$ cat src/rtl/float_accum_pkg.sv
// Shared types and constants for float accumulator controllers.
// ACCUM_LATENCY is both the drain length and the result token delay-line depth.
package float_accum_pkg;

    localparam int ACCUM_LATENCY = 4;

    typedef enum logic [1:0] {
        ST_IDLE   = 2'd0,
        ST_RUN    = 2'd1,
        ST_STREAM = 2'd2,
        ST_DRAIN  = 2'd3
    } state_t;

endpackage

$ cat src/rtl/float_accum_group_tracker.sv
// Prologue/stride counters that spot the last sample of each complete group and
// delay a token by the accumulator latency so it lines up with the group sum on out0.
module float_accum_group_tracker
    import float_accum_pkg::*;
#(
    parameter int STRIDE_W = 16,
    parameter int DELAY_W  = 7,
    parameter int LEN_W    = 16
) (
    input  logic                clk,
    input  logic                rst,
    input  logic                start,
    input  logic                sample_en,
    input  logic                flush,
    input  logic [STRIDE_W-1:0] cfg_stride_minus_one,
    input  logic [DELAY_W-1:0]  cfg_delay,
    input  logic [LEN_W-1:0]    samples_left,
    output logic                result_valid,
    output logic                result_last
);

    localparam int CMP_W = (LEN_W > STRIDE_W) ? LEN_W : STRIDE_W;

    logic [DELAY_W-1:0]       pro_cnt_q, pro_cnt_d;
    logic [STRIDE_W-1:0]      str_cnt_q, str_cnt_d;
    logic [ACCUM_LATENCY-1:0] vld_q, vld_d;
    logic [ACCUM_LATENCY-1:0] last_q, last_d;
    logic                     token_valid;
    logic                     token_last;
    logic [CMP_W-1:0]         left_ext;
    logic [CMP_W-1:0]         stride_ext;

    assign left_ext   = CMP_W'(samples_left);
    assign stride_ext = CMP_W'(cfg_stride_minus_one);

    always_comb begin
        pro_cnt_d   = pro_cnt_q;
        str_cnt_d   = str_cnt_q;
        token_valid = 1'b0;
        token_last  = 1'b0;
        if (start) begin
            pro_cnt_d = cfg_delay;
            str_cnt_d = cfg_stride_minus_one;
        end else if (sample_en) begin
            if (pro_cnt_q != '0) begin
                pro_cnt_d = pro_cnt_q - 1'b1;
            end else if (str_cnt_q == '0) begin
                token_valid = 1'b1;
                // Final complete group: fewer than S samples remain after this one.
                token_last  = (left_ext <= stride_ext);
                str_cnt_d   = cfg_stride_minus_one;
            end else begin
                str_cnt_d = str_cnt_q - 1'b1;
            end
        end
    end

    generate
        for (genvar gi = 0; gi < ACCUM_LATENCY; gi++) begin : g_delay
            if (gi == 0) begin : g_head
                assign vld_d[gi]  = flush ? 1'b0 : token_valid;
                assign last_d[gi] = flush ? 1'b0 : token_last;
            end else begin : g_tail
                assign vld_d[gi]  = flush ? 1'b0 : vld_q[gi-1];
                assign last_d[gi] = flush ? 1'b0 : last_q[gi-1];
            end
        end
    endgenerate

    always_ff @(posedge clk or posedge rst) begin
        if (rst) begin
            pro_cnt_q <= '0;
            str_cnt_q <= '0;
            vld_q     <= '0;
            last_q    <= '0;
        end else begin
            pro_cnt_q <= pro_cnt_d;
            str_cnt_q <= str_cnt_d;
            vld_q     <= vld_d;
            last_q    <= last_d;
        end
    end

    assign result_valid = vld_q[ACCUM_LATENCY-1];
    assign result_last  = vld_q[ACCUM_LATENCY-1] & last_q[ACCUM_LATENCY-1];

endmodule

$ cat src/rtl/float_accum_seq.sv
// Job sequencer for one float accumulator: takes a descriptor, drives run/running,
// streams N samples without stalling, drains the pipeline and reports group sums.
module float_accum_seq
    import float_accum_pkg::*;
#(
    parameter int STRIDE_W = 16,
    parameter int DELAY_W  = 7,
    parameter int LEN_W    = 16
) (
    input  logic                clk,
    input  logic                rst,
    input  logic                cfg_valid,
    output logic                cfg_ready,
    input  logic [LEN_W-1:0]    cfg_len,
    input  logic [STRIDE_W-1:0] cfg_stride_minus_one,
    input  logic [DELAY_W-1:0]  cfg_delay,
    input  logic                abort,
    input  logic                in_valid,
    output logic                in_ready,
    output logic                accum_run,
    output logic                accum_running,
    output logic [STRIDE_W-1:0] accum_stride_minus_one,
    output logic [DELAY_W-1:0]  accum_delay0,
    output logic                result_valid,
    output logic                result_last,
    output logic                busy,
    output logic                done,
    output logic                underrun
);

    state_t              state_q, state_d;
    logic [LEN_W-1:0]    len_q, len_d;
    logic [LEN_W-1:0]    cnt_q, cnt_d;
    logic [STRIDE_W-1:0] stride_q, stride_d;
    logic [DELAY_W-1:0]  delay_q, delay_d;
    logic                underrun_q, underrun_d;
    logic                abort_take;

    assign abort_take = abort && (state_q != ST_IDLE);

    always_comb begin
        state_d    = state_q;
        len_d      = len_q;
        cnt_d      = cnt_q;
        stride_d   = stride_q;
        delay_d    = delay_q;
        underrun_d = underrun_q;
        case (state_q)
            ST_IDLE: begin
                if (cfg_valid) begin
                    len_d      = cfg_len;
                    stride_d   = cfg_stride_minus_one;
                    delay_d    = cfg_delay;
                    underrun_d = 1'b0;
                    state_d    = ST_RUN;
                end
            end
            ST_RUN: begin
                if (len_q == '0) begin
                    cnt_d   = LEN_W'(ACCUM_LATENCY - 1);
                    state_d = ST_DRAIN;
                end else begin
                    cnt_d   = len_q - 1'b1;
                    state_d = ST_STREAM;
                end
            end
            ST_STREAM: begin
                // No stall: the accumulator's delay counter keeps running regardless.
                if (!in_valid) underrun_d = 1'b1;
                if (cnt_q == '0) begin
                    cnt_d   = LEN_W'(ACCUM_LATENCY - 1);
                    state_d = ST_DRAIN;
                end else begin
                    cnt_d = cnt_q - 1'b1;
                end
            end
            ST_DRAIN: begin
                if (cnt_q == '0) state_d = ST_IDLE;
                else             cnt_d   = cnt_q - 1'b1;
            end
            default: state_d = ST_IDLE;
        endcase
        if (abort_take) state_d = ST_IDLE;
    end

    always_ff @(posedge clk or posedge rst) begin
        if (rst) begin
            state_q    <= ST_IDLE;
            len_q      <= '0;
            cnt_q      <= '0;
            stride_q   <= '0;
            delay_q    <= '0;
            underrun_q <= 1'b0;
        end else begin
            state_q    <= state_d;
            len_q      <= len_d;
            cnt_q      <= cnt_d;
            stride_q   <= stride_d;
            delay_q    <= delay_d;
            underrun_q <= underrun_d;
        end
    end

    always_comb begin
        cfg_ready     = 1'b0;
        in_ready      = 1'b0;
        accum_run     = 1'b0;
        accum_running = 1'b0;
        busy          = 1'b0;
        done          = 1'b0;
        case (state_q)
            ST_IDLE: cfg_ready = 1'b1;
            ST_RUN: begin
                accum_run     = 1'b1;
                accum_running = 1'b1;
                busy          = 1'b1;
            end
            ST_STREAM: begin
                accum_running = 1'b1;
                in_ready      = 1'b1;
                busy          = 1'b1;
            end
            ST_DRAIN: begin
                accum_running = 1'b1;
                busy          = 1'b1;
                done          = (cnt_q == '0) && !abort;
            end
            default: cfg_ready = 1'b0;
        endcase
    end

    assign accum_stride_minus_one = stride_q;
    assign accum_delay0           = delay_q;
    assign underrun               = underrun_q;

    float_accum_group_tracker #(
        .STRIDE_W (STRIDE_W),
        .DELAY_W  (DELAY_W),
        .LEN_W    (LEN_W)
    ) u_tracker (
        .clk                  (clk),
        .rst                  (rst),
        .start                (state_q == ST_RUN),
        .sample_en            (state_q == ST_STREAM),
        .flush                (abort_take),
        .cfg_stride_minus_one (stride_q),
        .cfg_delay            (delay_q),
        .samples_left         (cnt_q),
        .result_valid         (result_valid),
        .result_last          (result_last)
    );

endmodule

$ cat config.mk
export PLATFORM = sky130hd
export DESIGN_NAME = float_accum_seq
export DESIGN_NICKNAME = d
export VERILOG_FILES = /design/src/rtl/float_accum_pkg.sv /design/src/rtl/float_accum_group_tracker.sv /design/src/rtl/float_accum_seq.sv
export SDC_FILE = /design/constraint.sdc
export NUM_CORES = 1
export LEC_CHECK = 0
export ABC_AREA = 0
export BUFFER_PORTS_ARGS = -buffer_cell sky130_fd_sc_hd__clkbuf_2
export CORE_MARGIN = 1.5
export CORE_UTILIZATION = 54
export CTS_BUF_LIST = sky130_fd_sc_hd__clkbuf_4 sky130_fd_sc_hd__clkbuf_8
export DETAILED_ROUTE_END_ITERATION = 8
export PLACE_DENSITY = 0.79
export SETUP_SLACK_MARGIN = 0.02
export SYNTH_ARGS = -nofsm -noshare
export SYNTH_HDL_FRONTEND = slang
export SYNTH_SLANG_ARGS = --single-unit
$ cat constraint.sdc
create_clock -name clk -period 2.4 [get_ports clk]
set_input_delay 0 -clock clk [delete_from_list [all_inputs] [get_ports clk]]
set_output_delay 0 -clock clk [all_outputs]
set_load 0.01 [all_outputs]
==> summary.md, run 1 <==
| Metric | Value |
|---|---|
| Power Density | 1330 nW/um^2 |
| Slew @ Worst Pin | 844 ps |
| Detail Placement HPWL | approximately 9.6 mm |
| Initial drt markers | 270 |
| Setup violations, final | 0 |
| Post-Layout Inst Area | around 6600 um^2 |
| Total core area | around 9400 um^2 |
| Leak pwr | 2.97 nW |
| Mapped Cells | 538 |
| Die area | 10,400 um^2 |
| Crit path time final | 2310 ps |
| WS Path Type | reg -> reg |
| H-Tree Depth | 3 |
| Global-route usage over all layers | 27.8% |
| Required time of the critical path | 2720 ps |
| Slew headroom | 43.0% |
| Total design power | 8.74 mW |
| Routability-driven placement congestion ratio | 1.00 |
| CTS buffer count | 9 |
| Initial antenna violation count | 1 |
| Compound-Gate Fraction of Synth Area | a little under a fifth |
| CTS root buf | clkbuf_8 |
| Synth top area share | 42.2% |
| Final slew viol count | 0 |
| Number of global-route vias before repair | 4,537 |
| TritonCTS sink count | 89 |
| Main combinational cell family by area after synthesis | compound AO/OA/AOI/OAI gates |
| Die Ht | roughly 100 um |
| Worst skew pair latency | 370 ps |
| Post-synthesis adder-cell area fraction | 6.63% |
| Number of synthesized flops with an enable pin | 0 |
| Via count | between 4,000 and 5,000 |
| Post-synth cell types | between 70 and 80 |
| Yosys reg bits | 89 |
| Area of the multi-input gates | 2830 um^2 |
| Worst clock skew | ~15 ps |
| Post-synthesis simple-gate area fraction | roughly 17% |
| TNS Setup | 0 ps |
| DRC viols | 0 |
| Final hold violation count | 0 |
| Initial Util | between 50% and 60% |
| Max Cap Viol | 0 |
| Most frequent cells in the layout | dfrtp_1, clkbuf_2, dlygate4sd3_1, mux2_2, inv_1 |
| Fin cells | 810 |
| Avg Cell Area, Syn | 9.82 um^2 |
| Placed cell area | 5980 um^2 |
| Unrepaired setup endpoints after global routing | true |
| Row count | 35 |
| Ys flop type | dfrtp_1 |
| # placed instances | 752 |
| Clk buf depth | 2 |
| Worst hold path class | in -> reg |
| Final net count | 747 |
| Routed wire length | 13.8 mm |
| Top Ports | 76 |
| Synthesized net count | 610 |
| Post-synth top area cell | dfrtp_1 |
| Total grt overflow | 0 |
| Mapped Area | about 5300 um^2 |
| Sequential cell area fraction in the yosys report | 42.2% |
| Warnings, synthesis | 0 |
| Reg2Reg Setup Slack | between 80 and 90 ps |
| Layout fillers | 721 |
| Layout area overhead | 24.7% |
| Fin crit share | 96.3% |
| WP data arrival | between 2000 and 3000 ps |
| DRT Pass-1 Iters | 5 |
| First-pass GRT wire length | 22.4 mm |
| Worst setup SP type | register |
| WL/cell | 17.0 um |
| Layout cells sized above 1 | 26.9% |
| DIE WIDTH | 102 um |
| Status | completed |
| Commonest non-fill, non-tap cell in the layout | dfrtp_1 |
| Vias per inst | 5.87 |
| Register area | between 2000 and 2500 um^2 |
| Synth Area in XOR/XNOR | 1.82% |
| Async S/R FF share, synth | 100% |
| Largest net degree at the start of global routing | 53 |
| Clk slew on worst S/H paths | 100 ps |
| Setup Buffers After CTS | 0 |
| Detail Route Antenna Nets | 0 |
| CTS tree | done |
| FMAX | 433 MHz |
| Mux cell area share after synthesis | about 8.9% |
| CP max FO | 6 |
| Maximum vdd drop | 788 uV |
| Port Buffer Count | 75 |
| Dominant cells by area after synthesis | dfrtp_1, mux2_2, ha_1, a21oi_1, inv_1 |
| Crit end category | register |
## metrics by stage
stage | hold slack [ps] | setup slack (ps) | util (%)
final | 15.7 | 88.1 | 70.3
after global routing | 45.2 | 17.0 | 70.3
after CTS | 10.1 | 72.7 | 70.1
after detailed placement | 105 | 82.2 | 63.8
after global placement | 88.2 | 167 | 63.8
after floorplan | 50.3 | 93.1 | -
## flip-flops by register name (all words and copies together), names as in the netlist
signal	cells
cnt_q	16
u_tracker.pro_cnt_q	7
u_tracker.str_cnt_q	16
len_q	16
accum_delay0	7
accum_stride_minus_one	16
u_tracker.vld_q	4
underrun	1
state_q	2
u_tracker.last_q	4
## routing by layer
metal / GRT usage [%] / wire [um] / vias to the layer above
li1: - / - / 2274
met1: 36.3 / 6130 / 2325
met2: 46.7 / 6870 / 142
met3: 4.79 / 635 / 14
met4: 10.3 / 175 / 0
met5: 0 / 0 / -
## worst max-delay path, stage by stage (launching register included)
cell	delay, ps
dfrtp_1	440
inv_1	170
ha_2	240
or4b_4	480
or3_4	350
or3_1	330
o22ai_2	120
a22o_1	150
## cells in the mapped netlist, drive strengths merged, types with 12 or more instances
library cell / number
a21oi: 30
buf: 12
dfrtp: 89
ha: 28
inv: 37
mux2: 40
nand2: 34
nand3: 19
nand4: 14
nor2: 34
nor3: 16
nor4: 12
o21ai: 25
## layout make-up
class                           instances  area share, %
Clock buffer                           10           2.00
Inverter                               38           2.19
Antenna cell                            1         0.0380
Sequential cell                        89           33.8
Multi-Input combinational cell        388           43.0
Timing Repair Buffer                  149           15.9
Tap cell                              129           2.45
Clock inverter                          6          0.646
## report_power, final
part | leakage (nW) | internal, mW | switching, mW
registers | 1.07 | 2.20 | 0.902
clock network | 0.0861 | 0.390 | 0.569
logic | 1.82 | 2.19 | 2.49
total | 2.97 | 4.78 | 3.96
## worst paths after layout
check | from | to | cells past startpoint
setup reg to reg | cnt_q[0] | cnt_q[8] | 7
hold / removal | abort | state_q[0] | 4
max in group asynchronous | rst | accum_stride_minus_one[9] | 4
setup / recovery | cnt_q[0] | cnt_q[8] | 7
min in group asynchronous | rst | underrun | 3
hold reg to reg | u_tracker.vld_q[0] | u_tracker.vld_q[1] | 1
## what timing repair did
action,CTS,global route
endpoints found under the hold margin,77,0
setup endpoints to repair,0,5
resized for setup,0,5
hold buffers,41,0
## logic make-up (layout without fill, tap and decap cells)
| family | Yosys count | count (layout) |
|---|---|---|
| and+or+nand+nor | 168 | 168 |
| AOI/OAI and AO/OA | 139 | 139 |
| DFF | 89 | 89 |
| buffers and inverters | 61 | 203 |
| muxes | 42 | 42 |
| adders and majority gates | 28 | 28 |
| xor gates and xnor gates | 11 | 11 |
| other | 0 | 1 |
Power figures use the tool's default switching activity.
==> inputs of run 2 (changes only) <==
--- a/config.mk
+++ b/config.mk
@@ -13,3 +13,3 @@
 export DETAILED_ROUTE_END_ITERATION = 8
-export PLACE_DENSITY = 0.79
+export PLACE_DENSITY = 0.87
 export SETUP_SLACK_MARGIN = 0.02
--- a/constraint.sdc
+++ b/constraint.sdc
@@ -3,2 +3,2 @@
 set_output_delay 0 -clock clk [all_outputs]
-set_load 0.01 [all_outputs]
+set_load 0.1 [all_outputs]
==> summary.md, run 2 (same netlist as run 1, synthesis figures left out) <==
| Metric | Value |
|---|---|
| Vias per inst | 6.06 (+3.2%) |
| Required time of the critical path | 2700 ps (-20 ps) |
| Slew headroom | 42.1% (-0.87 points) |
| Final hold violation count | 0 (unchanged) |
| Row count | 35 (unchanged) |
| Initial drt markers | 320 (+19%) |
| # placed instances | 740 (-1.6%) |
| Worst setup path start | cnt_q[0] |
| Final slew viol count | 0 (unchanged) |
| Critical Path Max Stage Delay | 480 ps (about the same) |
| Worst hold path class | in -> reg |
| Status | completed |
| DRC viols | 0 (unchanged) |
| Die area | 10,400 um^2 (unchanged) |
| FMAX | 441 MHz (+1.9%) |
| Detail Placement HPWL | 9.78 mm (+1.8%) |
| H-Tree Depth | 3 (unchanged) |
| CTS buffer count | 9 (unchanged) |
| Total grt overflow | 0 (unchanged) |
| Final net count | 735 (-1.6%) |
| TritonCTS sink count | 89 (unchanged) |
| Initial Util | 56.4% (unchanged) |
| Detail Route Antenna Nets | 0 (unchanged) |
| Layout cells sized above 1 | 26.6% (-0.27 points) |
| First-pass GRT wire length | 23.0 mm (+3.0%) |
| Hold slack | 42.1 ps (+26.3 ps) |
| WP data arrival | 2570 ps (-60 ps) |
| Setup ws final | 132 ps (+44.2 ps) |
| Cells along the critical path | inv_2, ha_1, or4b_4, or3_4, or3_1, o22ai_2, a22o_1 |
| Most frequent cells in the layout | dfrtp_1, clkbuf_2, dlygate4sd3_1, mux2_2, inv_1 |
| CTS tree | done |
| Setup Buffers After CTS | 0 (unchanged) |
| Global-route usage over all layers | 28.6% (+0.81 points) |
| Via count | 4,828 (+1.5%) |
| CP max FO | 6 (unchanged) |
| Worst r2r src | cnt_q[0] |
| Crit path time final | 2270 ps (-44.2 ps) |
| Fin cells | 797 (-1.6%) |
| Crit end category | register |
| Initial antenna violation count | 0 (-1) |
| Largest net degree at the start of global routing | 57 (+7.5%) |
| Place WS | 115 ps (+32.9 ps) |
| Worst setup SP type | register |
| Commonest non-fill, non-tap cell in the layout | dfrtp_1 |
| Bufs and invs on worst path | 1 (unchanged) |
| Setup violations, final | 0 (unchanged) |
| Max Cap Viol | 0 (unchanged) |
| Port Buffer Count | 75 (unchanged) |
| Worst clock skew | 13.0 ps (-1.59 ps) |
| CP delay by family, top | simple AND/OR/NAND/NOR gates |
| CTS root buf | clkbuf_8 |
| Worst skew pair latency | 360 ps (about the same) |
| Routed wire length | 14.1 mm (+1.8%) |
| Crit path max-delay cell type | or4b_4 |
| Unrepaired setup endpoints after global routing | false |
| Top Ports | 76 (unchanged) |
| Routability-driven placement congestion ratio | 0.923 (-7.7%) |
| Clk slew on worst S/H paths | 90 ps (about the same) |
| TNS Setup | 0 ps (unchanged) |
| Fin crit share | 94.5% (-1.8 points) |
| DIE WIDTH | 102 um (unchanged) |
| Total core area | 9370 um^2 (unchanged) |
| Number of global-route vias before repair | 4,766 (+5.0%) |
| Die Ht | 102 um (unchanged) |
| WS Path Type | reg -> reg |
| Source of the worst hold timing path | cfg_valid |
| Slew @ Worst Pin | 857 ps (+12.9 ps) |
| WL/cell | 17.6 um (+3.4%) |
| DRT Pass-1 Iters | 5 (unchanged) |
| Layout area overhead | 24.8% (about the same) |
| Antenna Cells | 0 (-1) |
| Clk buf depth | 2 (unchanged) |
==> run 2: changes by cell type in the layout (fill, tap and decap cells not counted), moves of 2 or more <==
cell / change
buf_4: -12
bufinv_16: +2
nor3_1: -2
nor3_2: +2
==> run 2: layout make-up <==
| type | count | area (um^2) |
|---|---|---|
| inverter | 38 | 149 |
| multi-input combinational | 388 | 2860 |
| clock buffer | 10 | 131 |
| timing repair buffer | 137 | 971 |
| tap | 129 | 161 |
| clock inverter | 6 | 90.1 |
| fill | 671 | 2780 |
| sequential | 89 | 2230 |
==> run 2: timing repair <==
action / in CTS / in global routing
gates resized for setup: 0 / 6
endpoints found under the hold margin: 73 / 0
setup endpoints to repair: 0 / 7
hold buffers: 41 / 0
==> run 2: worst reg2reg max path, delay by kind of cell (launching register included) <==
family,cells,cell delay [ps]
flops,1,450
fa+ha+maj,1,200
simple gates,3,1160
buf+inv,1,130
compound gates,2,280
==> run 2: final timing paths <==
path                            cells after the start  slack, ps                  end
worst max-delay path                                7        130             cnt_q[8]
worst min-delay path                                4         40           state_q[1]
worst max register to register                      7        130             cnt_q[8]
worst min register to register                      1        460   u_tracker.vld_q[1]
max in group asynchronous                           4       1490  u_tracker.last_q[3]
min in group asynchronous                           3        220             len_q[7]
==> run 2: per-layer routing <==
| metal | vias to the layer above | GRT usage, % | routed length, um | part of all wire [%] |
|---|---|---|---|---|
| met5 | - | 0 | 0 | 0 |
| met3 | 31 | 4.86 | 854 | 6.1 |
| met4 | 0 | 10.1 | 228 | 1.6 |
| met2 | 192 | 50.5 | 7140 | 51 |
| li1 | 2249 | - | - | - |
| met1 | 2356 | 35.5 | 5830 | 41 |
==> run 2: through the flow <==
stage	utilization [%]	area (um^2)
final	70.3	6590
after global routing	70.3	6590
after floorplan	-	5310
after detailed placement	63.4	5940
after CTS	70.1	6570
after global placement	63.4	5940
Power of run 2 is left out: the tool's default activity adds up to more than one toggle a clock period on the data nets, which glitch-free logic cannot reach.
==> inputs of run 3 (changes only) <==
MAX_ROUTING_LAYER = met4   (was default)
SYNTH_HIERARCHICAL = 1   (was default)
==> summary.md, run 3 <==
| Metric | Value |
|---|---|
| Top Ports | 76 (unchanged) |
| Setup violations, final | 17 (+17) |
| Unrepaired setup endpoints after global routing | true |
| Fin util | 75.4% (+5.1 points) |
| Largest net degree at the start of global routing | 32 (-44%) |
| Setup ws final | -187 ps (-320 ps) |
| Worst setup SP type | register |
| Commonest non-fill, non-tap cell in the layout | dfrtp_1 |
| Die area | 10,300 um^2 (-0.80%) |
| Failing checks | negative setup slack |
| Total core area | 9330 um^2 (-0.47%) |
| TNS Setup | -2090 ps (-2090 ps) |
| Initial Util | 56.2% (-0.20 points) |
| Status | finished with violations |
| Dominant cells by area after synthesis | dfrtp_1, mux2_2, ha_1, inv_1, nor2_1 |
| Async S/R FF share, synth | 100% (unchanged) |
| Required time of the critical path | 2400 ps (-300 ps) |
| Top cells by count, synth | dfrtp_1, mux2_2, inv_1 |
| Post-synth top area cell | dfrtp_1 |
| Vias per inst | 6.01 (-0.83%) |
| Most common cell in the synthesized netlist | dfrtp_1 |
| DIE WIDTH | 101 um (-0.40%) |
| Number of synthesized flops with an enable pin | 0 (unchanged) |
| Initial antenna violation count | 1 (+1) |
| Global-route usage over all layers | 31.9% (+3.3 points) |
| Yosys reg bits | 89 (unchanged) |
| Number of global-route vias before repair | 5,022 (+5.4%) |
| Layout fillers | 624 (-7.0%) |
| Detail Route Antenna Nets | 0 (unchanged) |
| Final slew viol count | 0 (unchanged) |
| Place WS | -83.0 ps (-198 ps) |
| Initial drt markers | 433 (+35%) |
| Detail Placement HPWL | 10.7 mm (+9.4%) |
| Worst hold path class | in -> reg |
| Post-synth cell types | 71 (-2.7%) |
| Bufs and invs on worst path | 3 (+2) |
| Crit path max-delay cell type | or4_4 |
| Most frequent cells in the layout | dfrtp_1, clkbuf_2, buf_4, dlygate4sd3_1, mux2_2 |
| Critical Path Max Stage Delay | 560 ps (+80 ps) |
| Mapped Cells | 514 (-4.5%) |
| Total grt overflow | 0 (unchanged) |
| Row count | 35 (unchanged) |
| Final hold violation count | 0 (unchanged) |
| Via count | 4,938 (+2.3%) |
| Worst skew pair latency | 350 ps (about the same) |
| CTS buffer count | 9 (unchanged) |
| FMAX | 386 MHz (-12%) |
| Avg Cell Area, Syn | 10.2 um^2 (+3.8%) |
| WL/cell | 18.9 um (+7.1%) |
| Warnings, synthesis | 6 (+6) |
| WP data arrival | 2590 ps (+20 ps) |
| DRT Pass-1 Iters | 6 (+1) |
| CP max FO | 3 (-3) |
| Synthesized net count | 585 (-4.1%) |
| Crit end category | output port |
| DRC viols | 0 (unchanged) |
| Fin crit share | 108% (+13 points) |
| Synth top area share | 42.5% (+0.35 points) |
| Crit path time final | 2590 ps (+320 ps) |
| CTS tree | done |
| Clk slew on worst S/H paths | 90 ps (about the same) |
| Mapped Area | 5240 um^2 (-0.83%) |
| Ys flop type | dfrtp_1 |
| Max Cap Viol | 0 (unchanged) |
| TritonCTS sink count | 89 (unchanged) |
| Routed wire length | 15.5 mm (+11%) |
| WS Path Type | reg -> out |
| CTS root buf | clkbuf_8 |
| Layout cells sized above 1 | 35.1% (+8.5 points) |
| Worst clock skew | 14.0 ps (+1.05 ps) |
| Slew headroom | 55.3% (+13 points) |
| H-Tree Depth | 3 (unchanged) |
| Die Ht | 101 um (-0.40%) |
| First-pass GRT wire length | 24.4 mm (+6.1%) |
| Final net count | 758 (+3.1%) |
| Clk buf depth | 2 (unchanged) |
| Port Buffer Count | 75 (unchanged) |
| Layout area overhead | 34.3% |
| Sequential cell area fraction in the yosys report | 42.5% (+0.35 points) |
| Slew @ Worst Pin | 664 ps (-193 ps) |
| Routability-driven placement congestion ratio | 0.944 (+2.3%) |
| CP delay by family, top | simple AND/OR/NAND/NOR gates |
| Cells along the critical path | inv_2, ha_4, or4b_4, or4_4, buf_6, nor3b_4, buf_12 |
[run 3: stage by stage]
step	cell area [um^2]	cells	hold slack [ps]
2_1_floorplan	5310	514	104
3_3_place_gp	6200	757	109
3_5_place_dp	6200	757	113
4_1_cts	6840	816	169
5_1_grt	7030	822	199
6_report	7030	822	188
[run 3: worst min-delay path, delay by kind of cell]
kind | cells | cell delay (ps)
simple gates | 2 | 200
buf+inv | 2 | 300
[run 3: area by class of cell]
type	count	area [um^2]	area share [%]
inverters	36	139	1.98
repair buffers	180	1320	18.8
clock inverters	5	56.3	0.801
multi-input cells	371	2990	42.5
diodes	1	2.50	0.0356
clock buffers	11	139	1.98
flip-flops and latches	89	2230	31.7
well taps	129	161	2.30
[run 3: cells by family after synthesis]
logic type	after synthesis	synth area share [%]
AO/OA/AOI/OAI	113	16.5
XOR/XNOR	16	2.68
adder cells (fa/ha/maj)	27	6.45
buffers and inverters	54	4.49
flip-flops	89	42.5
multiplexers	42	8.98
AND/OR/NAND/NOR	173	18.4
[run 3: final timing paths]
kind | startpoint | cells past startpoint | slack [ps] | end
worst max-delay path | cnt_q[1] | 7 | -190 | done
worst min-delay path | abort | 4 | 190 | state_q[1]
worst max register to register | cnt_q[1] | 8 | -160 | cnt_q[7]
worst min register to register | u_tracker/last_q[0] | 1 | 470 | u_tracker/last_q[1]
max in group asynchronous | rst | 4 | 1370 | state_q[0]
min in group asynchronous | rst | 4 | 320 | u_tracker/str_cnt_q[11]
[run 3: per-layer routing]
metal,part of all wire [%],global-route usage (%),vias to the layer above
met1,42,39.8,2415
met4,2.0,10.9,0
li1,-,-,2278
met5,0,-,-
met3,5.6,5.04,29
met2,51,52.9,216
[run 3: timing repair]
item,CTS,global route
hold endpoints to repair,101,0
buffers inserted,1,5
hold buffers,42,0
pin swaps,4,18
setup endpoints to repair,18,22
cloned,0,0
gates resized for setup,7,31
Power of run 3 is left out for the same reason.
